[src/rtl/load_store_unit.sv]
`default_nettype none
// ============================================================================
//  Module   : load_store_unit
//  Purpose  : MEM-stage load/store unit between the MIPS datapath and a
//             byte-addressed, word-wide data memory. One request at a time;
//             word-aligned accesses, read-modify-write for SB/SH, sign/zero
//             extension for sub-word loads, fault on illegal ops.
//  Options  : LSU_MISALIGN_TRAP_EN - when defined, misaligned LH/LHU/SH/LW/SW
//             requests fault without touching memory.
//  Revision : 1.0 - initial release
// ============================================================================
module load_store_unit (
   input  logic        Clk,
   input  logic        Rst,
   input  logic        req,
   input  logic [5:0]  op,
   input  logic [31:0] addr,
   input  logic [31:0] wdata,
   output logic        busy,
   output logic        done,
   output logic [31:0] rdata,
   output logic        fault,
   output logic [31:0] memAddress,
   output logic [31:0] memWriteData,
   output logic        memRead,
   output logic        memWrite,
   input  logic [31:0] memReadData
);

   localparam logic [5:0] OP_LB  = 6'h20;
   localparam logic [5:0] OP_LH  = 6'h21;
   localparam logic [5:0] OP_LW  = 6'h23;
   localparam logic [5:0] OP_LBU = 6'h24;
   localparam logic [5:0] OP_LHU = 6'h25;
   localparam logic [5:0] OP_SB  = 6'h28;
   localparam logic [5:0] OP_SH  = 6'h29;
   localparam logic [5:0] OP_SW  = 6'h2B;

`ifdef LSU_MISALIGN_TRAP_EN
   localparam bit TRAP_MISALIGN = 1'b1;
`else
   localparam bit TRAP_MISALIGN = 1'b0;
`endif

   typedef enum logic [2:0] {
      S_IDLE = 3'd0,
      S_RD   = 3'd1,
      S_WR   = 3'd2,
      S_DONE = 3'd3,
      S_ERR  = 3'd4
   } state_t;

   state_t      state;
   logic [5:0]  op_q;
   logic [1:0]  lane_q;
   logic [15:0] wdata_q;   // only the low half is needed for SB/SH merges

   logic        legal;
   logic        misaligned;
   logic        trap;

   // Sign/zero-extend the addressed lane of a read word (little-endian lanes)
   function automatic logic [31:0] load_extend(input logic [5:0]  f_op,
                                               input logic [1:0]  lane,
                                               input logic [31:0] word);
      logic [7:0]  b;
      logic [15:0] h;
      b = word[{lane, 3'b000} +: 8];
      h = lane[1] ? word[31:16] : word[15:0];
      case (f_op)
         OP_LB:   return {{24{b[7]}}, b};
         OP_LBU:  return {24'h0, b};
         OP_LH:   return {{16{h[15]}}, h};
         OP_LHU:  return {16'h0, h};
         default: return word;
      endcase
   endfunction

   // Replace one byte (SB) or halfword (SH) lane of the read word with store data
   function automatic logic [31:0] store_merge(input logic [5:0]  f_op,
                                               input logic [1:0]  lane,
                                               input logic [15:0] data,
                                               input logic [31:0] word);
      logic [31:0] m;
      m = word;
      if (f_op == OP_SB)
         m[{lane, 3'b000} +: 8] = data[7:0];
      else
         m[{lane[1], 4'b0000} +: 16] = data;
      return m;
   endfunction

   // Classify the incoming request: legality and natural alignment
   always_comb begin
      legal      = 1'b1;
      misaligned = 1'b0;
      case (op)
         OP_LB, OP_LBU, OP_SB:  misaligned = 1'b0;
         OP_LH, OP_LHU, OP_SH:  misaligned = addr[0];
         OP_LW, OP_SW:          misaligned = |addr[1:0];
         default:               legal      = 1'b0;
      endcase
      trap = !legal || (TRAP_MISALIGN && misaligned);
   end

   // Request sequencer; every output is a register so nothing on the memory
   // side depends combinationally on req
   always_ff @(posedge Clk or negedge Rst) begin
      if (!Rst) begin
         state        <= S_IDLE;
         op_q         <= 6'h0;
         lane_q       <= 2'b00;
         wdata_q      <= 16'h0;
         busy         <= 1'b0;
         done         <= 1'b0;
         fault        <= 1'b0;
         rdata        <= 32'h0;
         memAddress   <= 32'h0;
         memWriteData <= 32'h0;
         memRead      <= 1'b0;
         memWrite     <= 1'b0;
      end else begin
         done     <= 1'b0;
         fault    <= 1'b0;
         memRead  <= 1'b0;
         memWrite <= 1'b0;
         case (state)
            S_IDLE: begin
               if (req) begin
                  op_q       <= op;
                  lane_q     <= addr[1:0];
                  wdata_q    <= wdata[15:0];
                  memAddress <= {addr[31:2], 2'b00};
                  busy       <= 1'b1;
                  if (trap) begin
                     state <= S_ERR;
                     done  <= 1'b1;
                     fault <= 1'b1;
                  end else if (op == OP_SW) begin
                     state        <= S_WR;
                     memWrite     <= 1'b1;
                     memWriteData <= wdata;
                  end else begin
                     // loads and the read half of SB/SH
                     state   <= S_RD;
                     memRead <= 1'b1;
                  end
               end
            end
            S_RD: begin
               if (op_q == OP_SB || op_q == OP_SH) begin
                  state        <= S_WR;
                  memWrite     <= 1'b1;
                  memWriteData <= store_merge(op_q, lane_q, wdata_q, memReadData);
               end else begin
                  state <= S_DONE;
                  done  <= 1'b1;
                  rdata <= load_extend(op_q, lane_q, memReadData);
               end
            end
            S_WR: begin
               state <= S_DONE;
               done  <= 1'b1;
            end
            S_DONE, S_ERR: begin
               state <= S_IDLE;
               busy  <= 1'b0;
            end
            default: begin
               state <= S_IDLE;
               busy  <= 1'b0;
            end
         endcase
      end
   end

endmodule
`default_nettype wire

[config.mk]
export PLATFORM = sky130hd
export DESIGN_NAME = load_store_unit
export DESIGN_NICKNAME = d
export VERILOG_FILES = /design/src/rtl/load_store_unit.sv
export SDC_FILE = /design/constraint.sdc
export NUM_CORES = 1
export LEC_CHECK = 0
export CORE_MARGIN = 5
export CORE_UTILIZATION = 45
export DETAILED_ROUTE_END_ITERATION = 8
export PLACE_DENSITY = 0.81
export SYNTH_ARGS = -nofsm -noshare
export SYNTH_HDL_FRONTEND = slang
export SYNTH_SLANG_ARGS = --single-unit
export TNS_END_PERCENT = 10
[constraint.sdc]
create_clock -name Clk -period 7.8 [get_ports Clk]
set_input_delay 1.17 -clock Clk [delete_from_list [all_inputs] [get_ports Clk]]
set_output_delay 1.17 -clock Clk [all_outputs]
set_load 0.005 [all_outputs]
**Word level (Yosys, flattened, before mapping)**

Cells that the tools add are included.

- Word-level logic and storage cells: 82
- Output and inout bits: 101
- Bits of input ports: 105
- Flip-flop bits (word level): 126

- Mux-type cells: 32
- $add $sub $neg: 2
- Reduce and logical (&&, ||, !) cells: 9
- Shifts and indexed selects: 5
- Bitwise operators: 2
- Equal/unequal tests: 20

Operators with widths:

| cell | number |
|---|---|
| 32-bit 2-to-1 mux | 5 |
| 32-bit one-hot mux with 4 select lines | 1 |
| 6-bit == test (second input constant) | 14 |
| 32-bit bitwise mux | 2 |
| 32-bit one-hot mux with 2 select lines | 1 |
| 16-bit by 7-bit variable shift with 32-bit output (first input constant) | 1 |
| 8-bit by 7-bit variable shift with 32-bit output (first input constant) | 1 |
| 16-bit by 7-bit variable part select with 32-bit output | 1 |
| 32-bit by 6-bit variable part select with 8-bit output | 1 |
| 8-bit by 7-bit variable part select with 32-bit output | 1 |
| 16-bit 2-to-1 mux | 1 |
| 1-bit 2-to-1 mux | 15 |
| 5-bit negator with 7-bit output | 2 |
| 3-bit one-hot mux with 3 select lines | 1 |
| 2-bit != test (second input constant) | 4 |
| 8-bit OR reduction | 1 |
| 3-bit 2-to-1 mux | 2 |
| 2-bit AND reduction | 3 |
| 5-bit AND reduction | 1 |
| 1-bit one-hot mux with 2 select lines | 2 |
| 3-bit by 1-bit == test with 1-bit output (second input constant) | 1 |
| 3-bit by 2-bit == test with 1-bit output (second input constant) | 1 |
| 3-bit logical NOT | 1 |
| 1-bit one-hot mux with 3 select lines | 1 |
| other kinds (5) | 6 |

**Longest topological paths before layout**

Gate-level depths: netlist of run 1.

- Depth after elaboration: 6
- Mapped depth: 10
- Gate-level depth less buffers: 6

**Worst setup path after synthesis of run 1**

No wires, ideal clock.

- Kind: in2reg
- Start point: input req
- End point: register memWriteData[16]
- Stages on the path: 6
- Data required time: 7.663 ns
- Path buffers: 2
- Library setup time: 0.137 ns
- Setup slack: 5.277 ns
- Arrival time: 2.386 ns
- Path through: or4b_1 > nor4_2 > or2_1 > buf_2 > buf_4 > a31oi_1

- Cells in the longest elaborated chain, start to end: 2

Ends and longest elaborated chain:

| item | line | RTL |
|---|---|---|
| start: declaration | 15 | `input logic req,` |
| 2-bit != test (no source line) | - |  |
| 5-bit AND reduction (no source line) | - |  |
| end signal: assignment | 142 | `memWriteData <= wdata;` |
| end signal: assignment | 154 | `memWriteData <= store_merge(op_q, lane_q, wdata_q, memReadData);` |
| end: declaration | 24 | `output logic [31:0] memWriteData,` |

No other way between the ends.
A chain may end at the register's enable or synchronous reset.

**Final worst setup path of run 1**

- Start point: input req
- End point: register memWriteData[13]

Same word-level chain as after synthesis.

==> summary.txt, run 1 <==
Global route
  – Initial antenna violation count: 0
  – First-pass GRT wire length: 37000 um
  – Vias in the first global route: 6790
  – Largest net degree at the start of global routing: 91
  – Tot GR Track Use: 25.9%
  – GRT overflow: 0

STA
  – Final period utilization: 46.8%
  – Final worst slack: 4.15 ns
  – Final hold vios: 0
  – Endpoints failing setup: 0
  – Final min period: 3.65 ns
  – Post-Route Setup TNS: 0 ns
  – Peak Freq: 274 MHz
  – RSZ-0062 raised after global routing: false
  – Slew @ Worst Pin: 1.30 ns
  – Worst clock skew: 0.00937 ns
  – Max-slew violation count: 0
  – Max-slew headroom: 13.2%

Critical path
  – Crit path max-delay cell type: or2_1
  – Crit path cell chain: clkdlybuf4s50_1 > or4b_1 > nor4_4 > buf_4 > or2_1 > a31oi_1
  – Worst Path Max Fanout: 33
  – Worst Path Required: 8.02 ns
  – CP startpoint kind: input port
  – Crit Path Class: in -> reg
  – Worst setup EP type: flop
  – Slowest stage delay, CP: 0.89 ns
  – Critical path data arrival time: 3.87 ns
  – Worst path bufs/invs: 2
  – Delay-heaviest family, CP: simple AND/OR/NAND/NOR gates

Die
  – Chip Height: 134 um
  – Die width: 134 um
  – Initial Util: 45.7%
  – Die ar.: 0.0179 mm2
  – IO Count: 206
  – Core area: 0.0151 mm2
  – FP Rows: 45

Route
  – Wirelength per Cell: 19.5 um
  – Via count: 7043
  – WL final: 23300 um
  – DR vias/cell: 5.88
  – # DRC: 0
  – Iteration-0 DRC Markers: 766
  – Pre-Repair DR Iteration Count: 5
  – Antenna-violating nets left: 0

Placement
  – DP Worst Slack: 3.75 ns
  – Input/output buffers: 203
  – GP Congestion: 0.904
  – Placed Area: 0.00899 mm2
  – Post-DP HPWL: 16300 um

Layout
  – Layout cells sized above 1: 5.74%
  – Most common cell after layout, fill and taps aside: nand2_1
  – Design Area, Final: 0.00955 mm2
  – Area grow syn2layout: 38.1%
  – Most frequent cells in the layout: 214 x nand2_1, 202 x clkdlybuf4s50_1, 125 x dfrtp_1
  – Antenna Cells: 0
  – Layout Nets: 1107

Clock network
  – CTS max path bufs: 2
  – CTS Hold Bufs: 0
  – Clock latency on the worst-skew pair: 0.42 ns
  – CTS Buf Count: 17
  – H-tree level count: 4
  – Clock Root Buffer: clkbuf_16
  – CTS tree: done
  – Post CTS Setup Buffer Count: 0
  – Clk slew on worst S/H paths: 0.06 ns
  – Post-CTS Resized: 0
  – Clk sinks: 126

Synth
  – Syn Area/Cell: 8.26 um2
  – Post-synth EDFFs: 0
  – Top cell type by total area after synthesis: dfrtp_1
  – Predominant post-synthesis flop cell: dfrtp_1
  – Mapped Area: 0.00692 mm2
  – Register area share after synthesis: 45.6%
  – Post-synth cell types: 56
  – Post-Synthesis Cells: 837
  – Top cell type's share of synthesized area: 45.6%
  – Ys async rst share: 100%
  – Yosys Warn Count: 0
  – Seq cells post-synth: 126
  – Synth top area cells: dfrtp_1 46%, nand2_1 12%, a21oi_1 3.8%

Pwr
  – Leakage: 4.23 nW
  – Worst IR Drop VDD: 0.238 mV
  – P per Cell Area: 391 mW/mm2

Job
  – Max_cap viols: 0

Hold path
  – HP Class: reg -> reg

Status
  – Status: finished clean
layout make-up:
type	count	area, um2
clock buffers	21	470
flip-flops and latches	126	3150
fillers	1261	5600
repair buffers	217	2130
multi-input cells	594	3310
clock inverters	11	91.3
inverters	41	154
well taps	188	235
registers in the layout, summed over array words and instances (netlist names):
signal,count
rdata,32
busy,1
memWriteData,32
op_q,6
memWrite,1
memAddress,30
done,1
lane_q,2
fault,1
memRead,1
state,3
wdata_q,16
synthesized netlist by cell type, drive strengths merged (2+ instances only):
cell     number
o31ai         6
mux2          2
nand2b        5
buf          25
o221ai       22
nand3         7
or2           3
nor3b         6
a221oi        2
o311ai        7
o211ai       32
nor2b         5
mux2i        14
o21ai        28
clkbuf       52
ha            5
nand3b        6
or3           2
a31oi        32
a21oi        53
and3          9
o211a         5
dfrtp       126
nor3         34
a21o          7
o22ai        30
a211oi        3
o21bai        3
or3b          4
nor2         34
nand2       214
nand4bb       2
inv          40
per-layer routing:
layer  up-vias  routed length, um  track usage [%]
met5         -                  0                0
met4         0                883             12.5
met3        66               2780             9.83
met2       418              10500             39.1
met1      3300               9150             32.8
li1       3259                  -                -
final timing paths:
kind	startpoint	slack, ns	depth (start not counted)	to
max	req	4.15	6	memWriteData[13]
min	memAddress[7]	0.47	2	memAddress[7]
max reg2reg	lane_q[1]	4.17	7	memWriteData[16]
min reg2reg	memAddress[7]	0.47	2	memAddress[7]
max in group asynchronous	Rst	5.57	2	lane_q[1]
min in group asynchronous	Rst	0.80	1	wdata_q[1]
cell families after synthesis:
| kind of cell | synth area share (%) |
|---|---|
| simple gates | 21.5 |
| compound gates | 22.3 |
| flops | 45.6 |
| buf+inv | 6.98 |
| mux | 2.68 |
| fa+ha+maj | 0.904 |
| other cells | 0.0542 |
per-stage QoR:
| step | std cells | util [%] | power, mW | hold slack [ns] |
|---|---|---|---|---|
| 6_report | 1198 | 63.1 | 3.73 | 0.472 |
| 5_1_grt | 1198 | 63.1 | 4.00 | 0.489 |
| 4_1_cts | 1198 | 63.1 | 3.74 | 0.476 |
| 3_5_place_dp | 1166 | 59.3 | 2.98 | 0.462 |
| 3_3_place_gp | 1166 | 59.3 | 2.93 | 0.456 |
| 2_1_floorplan | 838 | - | 2.14 | 0.467 |
worst reg2reg max path, cell delays in order, from the launching register on:
cell	delay (ns)
dfrtp_2	0.33
buf_4	0.71
clkinv_1	0.53
ha_1	0.47
nor3b_1	0.82
and3_1	0.29
o311ai_0	0.16
a31oi_1	0.22
report_power, final:
group / internal (mW) / switching [mW]
sequential: 0.955 / 0.230
clock: 0.459 / 0.288
combinational: 0.876 / 0.924
No activity file was read; power rests on OpenSTA's default activity.
==> run 2, diff against run 1 <==
Settings changed: CORE_UTILIZATION 45 to 43.
Clock period 7.8 ns to 3 ns, I/O delays scaled along.
==> run 2 against run 1 <==
The run now ends with hold timing left. Critical path depth up 1. Final cell count rose by 3.3%. Global-route usage down 0.69 points. Hold slack got worse by 0.48 ns. Clock power rose to 2.8 times the previous value. Largest cell class unchanged.
==> summary.txt, run 2 (same netlist as run 1, synthesis figures left out) <==
Status
  – Status: complete, but fails checks
  – Failing checks: hold timing

Pwr
  – Leakage: 4.31 nW
  – Worst IR Drop VDD: 0.471 mV
  – P per Cell Area: 1020 mW/mm2
  – Tot Pwr: 9.90 mW

Global route
  – GRT overflow: 0
  – Vias in the first global route: 6792
  – Initial antenna violation count: 0
  – Largest net degree at the start of global routing: 66
  – First-pass GRT wire length: 36600 um
  – Tot GR Track Use: 25.2%

Critical path
  – Crit path cell chain: clkinv_1 > buf_4 > ha_1 > nor3b_1 > and3_1 > o311ai_0 > a31oi_1
  – Flop2flop setup slack: 0.51 ns
  – Crit path max-delay cell type: nor3b_1
  – Crit Path Class: reg -> reg
  – Worst setup EP type: flop
  – Worst Path Max Fanout: 9
  – Critical path data arrival time: 2.83 ns
  – Reg-to-Reg Start: lane_q[1]
  – CP startpoint kind: flop
  – Reg2reg end: memWriteData[16]
  – Worst Path Required: 3.33 ns
  – Slowest stage delay, CP: 0.82 ns
  – Reg2Reg Depth: 7

STA
  – Max-slew headroom: 31.9%
  – Final hold vios: 15
  – Final period utilization: 83.2%
  – Worst clock skew: 0.0231 ns
  – Peak Freq: 401 MHz
  – Worst hold margin: -0.00580 ns
  – Max-slew violation count: 0
  – RSZ-0062 raised after global routing: false
  – Post-Route Setup TNS: 0 ns
  – Final min period: 2.49 ns
  – Endpoints failing setup: 0
  – Slew @ Worst Pin: 1.02 ns

Clock network
  – CTS max path bufs: 2
  – CTS Buf Count: 17
  – Clk sinks: 126
  – H-tree level count: 4
  – Post CTS Setup Buffer Count: 0
  – Clock Root Buffer: clkbuf_16
  – Post-CTS Resized: 0
  – CTS tree: done
  – CTS Hold Bufs: 0
  – Clk slew on worst S/H paths: 0.06 ns
  – Clock latency on the worst-skew pair: 0.43 ns

Layout
  – Most common cell after layout, fill and taps aside: nand2_1
  – Design Area, Final: 0.00972 mm2
  – Antenna Cells: 0
  – Top Registers: memWriteData x32, rdata x32, memAddress x30
  – Layout cells sized above 1: 6.56%
  – Layout Nets: 1120
  – Final Util: 61.4%
  – Most frequent cells in the layout: 214 x nand2_1, 202 x clkdlybuf4s50_1, 125 x dfrtp_1
  – Area grow syn2layout: 40.5%

Die
  – Initial Util: 43.7%
  – Die width: 137 um
  – Die ar.: 0.0187 mm2
  – FP Rows: 46
  – Core area: 0.0158 mm2
  – Chip Height: 137 um
  – IO Count: 206

Job
  – Max_cap viols: 0

Hold path
  – HP Class: in -> async

Route
  – # DRC: 0
  – WL final: 23700 um
  – Antenna-violating nets left: 0
  – DR vias/cell: 5.67
  – Wirelength per Cell: 19.1 um
  – Iteration-0 DRC Markers: 711
  – Via count: 7020
  – Pre-Repair DR Iteration Count: 5

Placement
  – Post-DP HPWL: 16800 um
  – Placed Area: 0.00913 mm2
  – Input/output buffers: 203
  – GP Congestion: 0.943
run 2: how the worst max path moves through the flow:
| stage | startpoint | end | depth (start not counted) |
|---|---|---|---|
| final | lane_q[1] | memWriteData[16] | 7 |
| after global routing | lane_q[1] | memWriteData[16] | 7 |
| after CTS | lane_q[1] | memWriteData[16] | 7 |
| after detailed placement | req | memWriteData[22] | 6 |
| after global placement | req | memWriteData[22] | 6 |
| after floorplan | lane_q[1] | memWriteData[16] | 8 |
run 2: routing by layer:
metal	vias to the layer above	wire length, um	global-route usage [%]
met3	50	2790	10.0
met5	-	0	0
met4	0	582	8.87
met1	3305	9360	32.0
met2	382	10900	39.2
li1	3283	-	-
run 2: stage by stage:
| stage | setup WS [ns] | instances |
|---|---|---|
| 6_report | 0.505 | 1238 |
| 2_1_floorplan | 0.533 | 838 |
| 3_3_place_gp | 0.609 | 1207 |
| 4_1_cts | 0.585 | 1238 |
| 5_1_grt | 0.438 | 1238 |
| 3_5_place_dp | 0.529 | 1207 |
run 2: area by class of cell:
type                    instances  area, um2
flip-flops and latches        126       3150
inverters                      41        154
clock buffers                  25        505
repair buffers                230       2240
well taps                     216        270
fillers                      1374       6110
clock inverters                 6       82.6
multi-input cells             594       3300
run 2: critical path: cells and delay by family, from the launching register on:
kind | cells | cell delay (ns)
AOI/OAI and AO/OA | 2 | 0.46
adders and majority gates | 1 | 0.22
buffers and inverters | 2 | 0.26
DFF | 1 | 0.36
and+or+nand+nor | 2 | 1.08
run 2: where the power goes:
part | total, mW | internal [mW] | leakage, nW | switching [mW]
Combinational | 4.83 | 2.33 | 2.47 | 2.49
Clock | 2.06 | 1.32 | 0.289 | 0.741
Sequential | 3.01 | 2.49 | 1.55 | 0.525
Total | 9.90 | 6.14 | 4.31 | 3.76
==> run 3, diff against run 2 <==
Settings changed: CORE_UTILIZATION 43 to 45.
Clock period 3 ns to 2.6 ns, I/O delays scaled along.
==> run 3 against run 2 <==
The run now ends clean. Core utilization rose by 3.4 points. Cell area rose by 1.0%. Sequential power rose by 16%. Routed wire length barely moved. Register-to-register slack got worse by 0.07 ns. Sequential cell count did not move. Clock power rose by 23%. Non-clock buffer count rose by 6. Largest cell class unchanged.
==> summary.txt, run 3 (same netlist as run 1, synthesis figures left out) <==
Clock network
  – Post-CTS Resized: 0
  – CTS Buf Count: 17
  – H-tree level count: 4
  – Clock Root Buffer: clkbuf_16
  – CTS tree: done
  – Clk slew on worst S/H paths: 0.06 ns
  – Clk sinks: 126
  – Clock latency on the worst-skew pair: 0.43 ns
  – CTS max path bufs: 2

Pwr
  – Flop pwr share: 29.9%
  – Worst IR Drop VDD: 0.671 mV
  – P per Cell Area: 1190 mW/mm2
  – Sw frac: 37.5%
  – Net Sw Power: 4.36 mW
  – Clk pwr share: 21.8%
  – Tot Pwr: 11.6 mW
  – Logic pwr share: 48.3%
  – Leakage: 4.37 nW
  – Internal: 7.29 mW

Global route
  – GRT overflow: 0
  – Largest net degree at the start of global routing: 48
  – Vias in the first global route: 7008
  – Tot GR Track Use: 26.3%
  – First-pass GRT wire length: 37600 um
  – Initial antenna violation count: 0

Critical path
  – Critical Path Source: lane_q[1]
  – Worst path bufs/invs: 1
  – Stages on worst setup path: 5
  – Crit path max-delay cell type: ha_1
  – Reg-to-Reg Start: lane_q[1]
  – Reg2Reg Depth: 5
  – Delay-heaviest family, CP: adder cells
  – Worst setup endpoint: memWriteData[23]
  – Reg2reg end: memWriteData[23]
  – Flop2flop setup slack: 0.44 ns
  – Critical path data arrival time: 2.45 ns
  – Slowest stage delay, CP: 0.58 ns
  – Worst Path Max Fanout: 46
  – Worst setup EP type: flop
  – Crit path cell chain: buf_4 > ha_1 > nor2b_1 > o311ai_1 > a31oi_1
  – Worst Path Required: 2.89 ns
  – CP startpoint kind: flop
  – Crit Path Class: reg -> reg

Status
  – Status: finished clean

Layout
  – Most common cell after layout, fill and taps aside: nand2_1
  – Most frequent cells in the layout: 214 x nand2_1, 202 x clkdlybuf4s50_1, 125 x dfrtp_1
  – Layout Nets: 1126
  – Final Util: 64.8%
  – Area grow syn2layout: 41.9%
  – Layout fillers: 1212
  – Design Area, Final: 0.00981 mm2
  – Top Registers: memWriteData x32, rdata x32, memAddress x30
  – Non-Filler Instances: 1216
  – Layout cells sized above 1: 7.20%
  – Antenna Cells: 0

Die
  – IO Count: 206
  – FP Rows: 45
  – Core area: 0.0151 mm2
  – Die width: 134 um
  – Chip Height: 134 um
  – Die ar.: 0.0179 mm2
  – Initial Util: 45.7%

Placement
  – DP Worst Slack: 0.320 ns
  – Placed Area: 0.00917 mm2
  – Input/output buffers: 203
  – Inst Count DP: 1184
  – Post-DP HPWL: 16800 um
  – GP Congestion: 0.909

STA
  – Endpoints failing setup: 0
  – Final worst slack: 0.435 ns
  – Final hold vios: 0
  – Slew @ Worst Pin: 0.616 ns
  – Peak Freq: 462 MHz
  – Post-Route Setup TNS: 0 ns
  – RSZ-0062 raised after global routing: false
  – Worst clock skew: 0.00683 ns
  – Final period utilization: 83.3%
  – Final min period: 2.16 ns
  – Worst hold margin: 0.468 ns
  – Max-slew headroom: 58.6%
  – Max-slew violation count: 0

Route
  – Antenna-violating nets left: 0
  – DR vias/cell: 5.88
  – Wirelength per Cell: 19.5 um
  – Iteration-0 DRC Markers: 917
  – WL final: 23700 um
  – # DRC: 0
  – Pre-Repair DR Iteration Count: 6
  – Via count: 7148

Hold path
  – HP Class: in -> async

Job
  – Max_cap viols: 0
==> run 3: repair_timing <==
item                                    CTS  global route
setup buffers                             0             0
endpoints found under the setup margin    0             0
endpoints found under the hold margin    32             0
hold buffers                              1             0
==> run 3: power groups by stage <==
stage / logic, mW / registers (mW) / clock network (mW)
after floorplan: 2.98 / 3.44 / 0
after global placement: 5.45 / 3.47 / 0
after detailed placement: 5.56 / 3.48 / 0
after CTS: 5.60 / 3.47 / 2.56
after global routing: 6.17 / 3.59 / 2.66
final: 5.63 / 3.48 / 2.54
==> run 3: worst min path at each step <==
stage	slack, ns	cells after the start	end
final	0.47	2	memWriteData[22]
after floorplan	0.09	0	busy
after detailed placement	0.38	1	memWriteData[22]
after global placement	0.37	1	memWriteData[22]
after CTS	0.48	2	wdata_q[2]
after global routing	0.50	3	memAddress[7]
==> run 3: routing by layer <==
layer	GRT usage, %	vias up	part of all wire, %
li1	-	3300	-
met2	39.6	467	44
met5	0	-	0
met4	12.1	0	4.1
met3	11.3	84	13
met1	32.7	3297	39
==> run 3: area by class of cell <==
| type | count | area (um2) | share of cell area [%] |
|---|---|---|---|
| multi-input cells | 594 | 3310 | 33.7 |
| flip-flops and latches | 126 | 3150 | 32.1 |
| repair buffers | 236 | 2330 | 23.7 |
| clock buffers | 26 | 529 | 5.39 |
| well taps | 188 | 235 | 2.40 |
| inverters | 41 | 154 | 1.57 |
| clock inverters | 5 | 100 | 1.02 |
==> run 3: worst register-to-register path, stage by stage (launching register included) <==
cell and delay [ns]:
dfrtp_2 0.35, buf_4 0.42, ha_1 0.60, nor2b_1 0.09
o311ai_1 0.42, a31oi_1 0.15
